## config.mk

```make
export PLATFORM = sky130hd
export DESIGN_NAME = result_p2s
export DESIGN_NICKNAME = d
export VERILOG_FILES = /design/src/rtl/result_p2s_pkg.sv /design/src/rtl/result_p2s_round_sat.sv /design/src/rtl/result_p2s.sv
export SDC_FILE = /design/constraint.sdc
export NUM_CORES = 1
export LEC_CHECK = 0
export CAP_MARGIN = 20
export CORE_MARGIN = 1
export CORE_UTILIZATION = 33
export DETAILED_ROUTE_END_ITERATION = 12
export GPL_ROUTABILITY_DRIVEN = 0
export GPL_TIMING_DRIVEN = 0
export SLEW_MARGIN = 20
export SYNTH_ARGS = -nofsm -noshare
export SYNTH_HDL_FRONTEND = slang
export SYNTH_SLANG_ARGS = --single-unit
```

## constraint.sdc

```tcl
create_clock -name clk -period 3.1 [get_ports clk]
set_clock_uncertainty 0.05 [all_clocks]
set_input_delay 0.93 -clock clk [delete_from_list [all_inputs] [get_ports clk]]
set_output_delay 0.93 -clock clk [all_outputs]
set_load 0.02 [all_outputs]
```

## src/rtl/result_p2s_pkg.sv

```systemverilog
// Shared constants and types for the result_p2s output stage.
// Widths, rounding offset and the serializer FSM state encoding.
package result_p2s_pkg;

    // Product width coming out of the multiplier.
    localparam int P_IN_W  = 40;
    // Width of each serialized word.
    localparam int P_OUT_W = 24;
    // LSBs removed by rounding; P_IN_W - P_DROP must equal P_OUT_W.
    localparam int P_DROP  = 16;

    // Half an output LSB, added before truncation (round-half-up).
    localparam logic [P_IN_W:0] P_RND_OFS =
        (P_IN_W + 1)'(1) << (P_DROP - 1);

    // Bit counter width for the serializer.
    localparam int P_CNT_W = $clog2(P_OUT_W);

    typedef enum logic {
        IDLE  = 1'b0,
        SHIFT = 1'b1
    } state_t;

    // Offset for an arbitrary DROP, for parameterized users.
    function automatic logic [63:0] rnd_ofs(input int drop);
        return 64'(1) << (drop - 1);
    endfunction

endpackage

```

## src/rtl/result_p2s_round_sat.sv

```systemverilog
// round_sat: combinational round-half-up of an IN_W product to OUT_W bits.
// Ports: y_i (product), r_o (rounded word), sat_o (word clamped to all ones).
module round_sat
    import result_p2s_pkg::*;
#(
    parameter int IN_W  = P_IN_W,
    parameter int OUT_W = P_OUT_W,
    parameter int DROP  = P_DROP
) (
    input  logic [IN_W-1:0]  y_i,
    output logic [OUT_W-1:0] r_o,
    output logic             sat_o
);

    localparam logic [IN_W:0] OFS = (IN_W + 1)'(rnd_ofs(DROP));

    // One extra bit so the carry out of the top is observable.
    logic [IN_W:0] sum;

    assign sum = {1'b0, y_i} + OFS;

    // A carry into bit IN_W means the rounded value no longer fits.
    assign sat_o = sum[IN_W];
    assign r_o   = sat_o ? {OUT_W{1'b1}} : sum[IN_W-1:DROP];

    // The fractional bits are discarded by design.
    logic unused_frac;
    assign unused_frac = ^sum[DROP-1:0];

endmodule

```

## src/rtl/result_p2s.sv

```systemverilog
// result_p2s: rounds 40-bit products, buffers one word, serializes MSB-first.
// Ports: clk, rst (sync, active high); y_in/y_valid/y_ready producer side;
//        sout, sframe, sfirst, sdone, ssat framed serial output.
module result_p2s
    import result_p2s_pkg::*;
#(
    parameter int IN_W  = P_IN_W,
    parameter int OUT_W = P_OUT_W,
    parameter int DROP  = P_DROP
) (
    input  logic            clk,
    input  logic            rst,
    input  logic [IN_W-1:0] y_in,
    input  logic            y_valid,
    output logic            y_ready,
    output logic            sout,
    output logic            sframe,
    output logic            sfirst,
    output logic            sdone,
    output logic            ssat
);

    localparam int CNT_W = $clog2(OUT_W);
    localparam logic [CNT_W-1:0] CNT_TOP = CNT_W'(OUT_W - 1);
    localparam logic [CNT_W-1:0] CNT_ONE = CNT_W'(1);

    // Rounder output for the word currently on y_in.
    logic [OUT_W-1:0] rs_word;
    logic             rs_sat;

    round_sat #(
        .IN_W  (IN_W),
        .OUT_W (OUT_W),
        .DROP  (DROP)
    ) u_round_sat (
        .y_i   (y_in),
        .r_o   (rs_word),
        .sat_o (rs_sat)
    );

    // Holding buffer.
    logic             hold_full_q;
    logic             hold_full_d;
    logic [OUT_W-1:0] hold_word_q;
    logic [OUT_W-1:0] hold_word_d;
    logic             hold_sat_q;
    logic             hold_sat_d;

    // Serializer.
    state_t           state_q;
    logic [OUT_W-1:0] shreg_q;
    logic [CNT_W-1:0] cnt_q;
    logic             sat_q;

    logic capture;
    logic unload;
    logic in_shift;

    assign y_ready  = !hold_full_q;
    assign capture  = y_valid && y_ready;
    assign in_shift = (state_q == SHIFT);

    // The shifter takes the buffered word when idle, or on the last bit
    // of the current word so the next frame follows without a gap.
    assign unload = hold_full_q &&
                    ((state_q == IDLE) || (cnt_q == '0));

    // A capture on the same edge as an unload wins: the buffer stays full
    // with the new word.
    always_comb begin
        hold_full_d = hold_full_q;
        hold_word_d = hold_word_q;
        hold_sat_d  = hold_sat_q;
        if (unload) begin
            hold_full_d = 1'b0;
        end
        if (capture) begin
            hold_full_d = 1'b1;
            hold_word_d = rs_word;
            hold_sat_d  = rs_sat;
        end
    end

    always_ff @(posedge clk) begin
        if (rst) begin
            hold_full_q <= 1'b0;
            hold_word_q <= '0;
            hold_sat_q  <= 1'b0;
        end else begin
            hold_full_q <= hold_full_d;
            hold_word_q <= hold_word_d;
            hold_sat_q  <= hold_sat_d;
        end
    end

    always_ff @(posedge clk) begin
        if (rst) begin
            state_q <= IDLE;
            shreg_q <= '0;
            cnt_q   <= '0;
            sat_q   <= 1'b0;
        end else begin
            unique case (state_q)
                IDLE: begin
                    if (hold_full_q) begin
                        state_q <= SHIFT;
                        shreg_q <= hold_word_q;
                        sat_q   <= hold_sat_q;
                        cnt_q   <= CNT_TOP;
                    end
                end
                SHIFT: begin
                    if (cnt_q != '0) begin
                        shreg_q <= shreg_q << 1;
                        cnt_q   <= cnt_q - CNT_ONE;
                    end else if (hold_full_q) begin
                        shreg_q <= hold_word_q;
                        sat_q   <= hold_sat_q;
                        cnt_q   <= CNT_TOP;
                    end else begin
                        state_q <= IDLE;
                        shreg_q <= '0;
                        sat_q   <= 1'b0;
                    end
                end
            endcase
        end
    end

    // All serial outputs are forced low outside a frame.
    assign sout   = in_shift && shreg_q[OUT_W-1];
    assign sframe = in_shift;
    assign sfirst = in_shift && (cnt_q == CNT_TOP);
    assign sdone  = in_shift && (cnt_q == '0);
    assign ssat   = in_shift && sat_q;

endmodule

```

==> results.toml <==
[outcome]
status = "complete, no violations"

[global_route]
grt_max_degree = 11
grtUsageMet1_pct = 24.0
track_usage_pct = 18.4
grt_pass1_wl_um = 12200
grt_pass1_vias = 2461
busiest_layer = "met2"
grt_use_met3_pct = 3.74
antenna_found_initial = 0
grt-ovfl-total = 0
use_met2_pct = 29.4

[sta]
tns_ns = 0
post-route-period-util_pct = 92.0
tightest_slew_ns = 0.688
rsz0062_at_grt = "no"
hold_slack_ns = 0.407
slew_headroom_pct = 53.8
hold_viol = 0
max_freq_mhz = 351
drv_slew = 0
setup_violations = 0
period_minus_slack_ns = 2.85

[worst_setup_path]
cp_max_fo = 5
arrival_ns = 1.87
reg2reg_from = "hold_full_q"
crit_required_ns = 2.12
path_class = "reg -> out"
reg2reg_slack_ns = 1.07
cp_num_buf_inv = 2
cp_cell_sequence = "inv_1 -> ha_1 -> nand3b_1 -> nor2_1 -> clkdlybuf4s50_1"
path_delay_family = "buffers and inverters"
rr_worst_depth = 6
slowest_stage = "clkdlybuf4s50_1"
crit_path_end_kind = "output port"
cp_slowest_stage_delay_ns = 0.61
reg2reg_to = "hold_word_q[7]"
cp-start-kind = "flip-flop"

[layout]
nets = 420
fin_cells = 484
area_delta_synth_final_pct = 23.8
seq_area_um2 = 1140
drive_gt1_share_pct = 8.18
multi_input_area_um2 = 1520
n_fill_cell = 849
diodes = 0

[power]
ir_drop_mv = 0.184
powerDensity_nw_per_um2 = 554
p_leak_nw = 1.24
power.total_w = 0.00190

[synthesis]
synth_warnings = 0
synth_seq_cells = 57
synth_cell_types = 45
synthTopCellsByArea = "dfxtp_1 41%, nor3_1 8.7%, nor2_1 7.9%"
synth_top_area_share_pct = 41.2
synth_flop_cell = "dfxtp_1"
synth_top_cells_by_count = "58 x nor2_1, 57 x dfxtp_1, 48 x nor3_1, 23 x a221oi_1, 17 x a211oi_1"
synth.largest_area_cell = "dfxtp_1"
synth_nets = 377
synth_most_common_cell = "nor2_1"
synth.cell_area_um2 = 2770
syn_inst = 331
synth.avg_cell_area_um2 = 8.37
yosysSeqAreaShare_pct = 41.2
synth_edf_count = 0
async_reset_ff_share_pct = 0

[clock_network]
cts_sinks = 57
cts_resized = 0
cts-htree-levels = 3
cts_tree = "yes"
post-cts-setup-buffers = 0
insertion_delay_ns = 0.34
cts-root-buf = "clkbuf_8"
clkSlewWorstSetupHoldPaths_ns = 0.07
numCtsBuffers = 9
cts_hold_buf = 0
clk_path_buf_depth = 2

[floorplan]
start_util_pct = 33.9
coreArea_um2 = 8180
die_area_um2 = 8760
io_pins = 49
die_h_um = 93.6
die_x_um = 93.6
rows = 33

[min_path]
worstHoldPathCells = 2
worstHoldPathType = "reg -> reg"
min_from = "hold_sat_q"
worstHoldEndpoint = "hold_sat_q"

[placed_design]
portBuffers = 32
dp_cells = 468
dp_hpwl_um = 5270

[drt]
ant_nets = 0
dr_total_vias = 2576
vias_per_cell = 5.32
dr.pass1.iters = 4
drtIter0Drc = 116
drc = 0
wl_per_cell_um = 14.8
finalWirelength_um = 7160

[flow_run]
maxCapViolCount = 0
## sequential cells by signal (all words and copies together), names as in the netlist
name	count
sat_q	1
sframe	1
hold_full_q	1
shreg_q	24
hold_word_q	24
cnt_q	5
hold_sat_q	1
## logic make-up (layout without fill, tap and decap cells)
kind of cell    count (synthesis)  after routing  synth area share (%)
fa+ha+maj                       3              3                  1.36
simple gates                  166            166                  30.8
mux                             2              2                 0.723
xor+xnor                       17             17                  5.37
compound gates                 59             59                  16.6
buf+inv                        27             75                  4.02
flops                          57             57                  41.2
## metrics by stage
| step | instance area [um^2] | setup WS (ns) | utilization, % |
|---|---|---|---|
| after CTS | 3430 | 0.224 | 41.9 |
| after global placement | 3220 | 0.0430 | 39.4 |
| after detailed placement | 3220 | 0.0127 | 39.4 |
| after global routing | 3430 | 0.0598 | 41.9 |
| final | 3430 | 0.247 | 41.9 |
| after floorplan | 2770 | 0.862 | - |
## per-layer routing
metal / part of all wire [%] / routed length, um
met1: 48 / 3440
met2: 45 / 3260
met3: 4.6 / 332
met5: 0 / 0
met4: 1.8 / 129
## worst min-delay path: stages, from the launching register on
cell and delay (ns):
dfxtp_1 0.31, nand2_1 0.05, a21oi_1 0.05
## how the worst max path moves through the flow
stage / start / to / cells past startpoint
after floorplan: y_in[18] / hold_word_q[22] / 5
after CTS: cnt_q[0] / sdone / 5
after detailed placement: y_in[28] / hold_word_q[17] / 5
after global routing: sframe / sfirst / 4
after global placement: y_in[28] / hold_word_q[8] / 5
final: cnt_q[0] / sdone / 5
## area by class of cell
class / count / area share, %
tap: 105 / 3.83
clock buffer: 14 / 5.03
buffer: 23 / 2.81
timing repair buffer: 32 / 9.34
inverter: 4 / 0.438
clock inverter: 2 / 1.02
multi-input combinational: 247 / 44.3
sequential: 57 / 33.3
## report_power, final
group | total (W) | internal, W | switching [W]
Sequential | 0.000843 | 0.000802 | 0.0000412
Combinational | 0.000323 | 0.000137 | 0.000186
Clock | 0.000733 | 0.000437 | 0.000296
## cells in the final DEF, fill, tap and decap left out, types with 2 or more instances in the layout
cell type | Yosys | layout
nor2_1 | 58 | 58
dfxtp_1 | 57 | 57
nor3_1 | 48 | 48
clkdlybuf4s50_1 | 0 | 32
a221oi_1 | 23 | 23
clkbuf_1 | 16 | 18
a211oi_1 | 17 | 17
nand2_1 | 15 | 15
clkbuf_8 | 0 | 12
xnor2_1 | 10 | 10
nand3_1 | 9 | 9
and3_1 | 7 | 7
xor2_1 | 7 | 7
and2_1 | 5 | 5
buf_2 | 5 | 5
a21oi_1 | 5 | 5
inv_1 | 4 | 4
nand4_1 | 4 | 4
a31oi_1 | 3 | 3
and3_2 | 3 | 3
a311oi_1 | 3 | 3
ha_1 | 3 | 3
nand4b_1 | 2 | 2
nand3_4 | 2 | 2
nor3b_1 | 2 | 2
mux2i_1 | 2 | 2
Power figures use the tool's default switching activity.
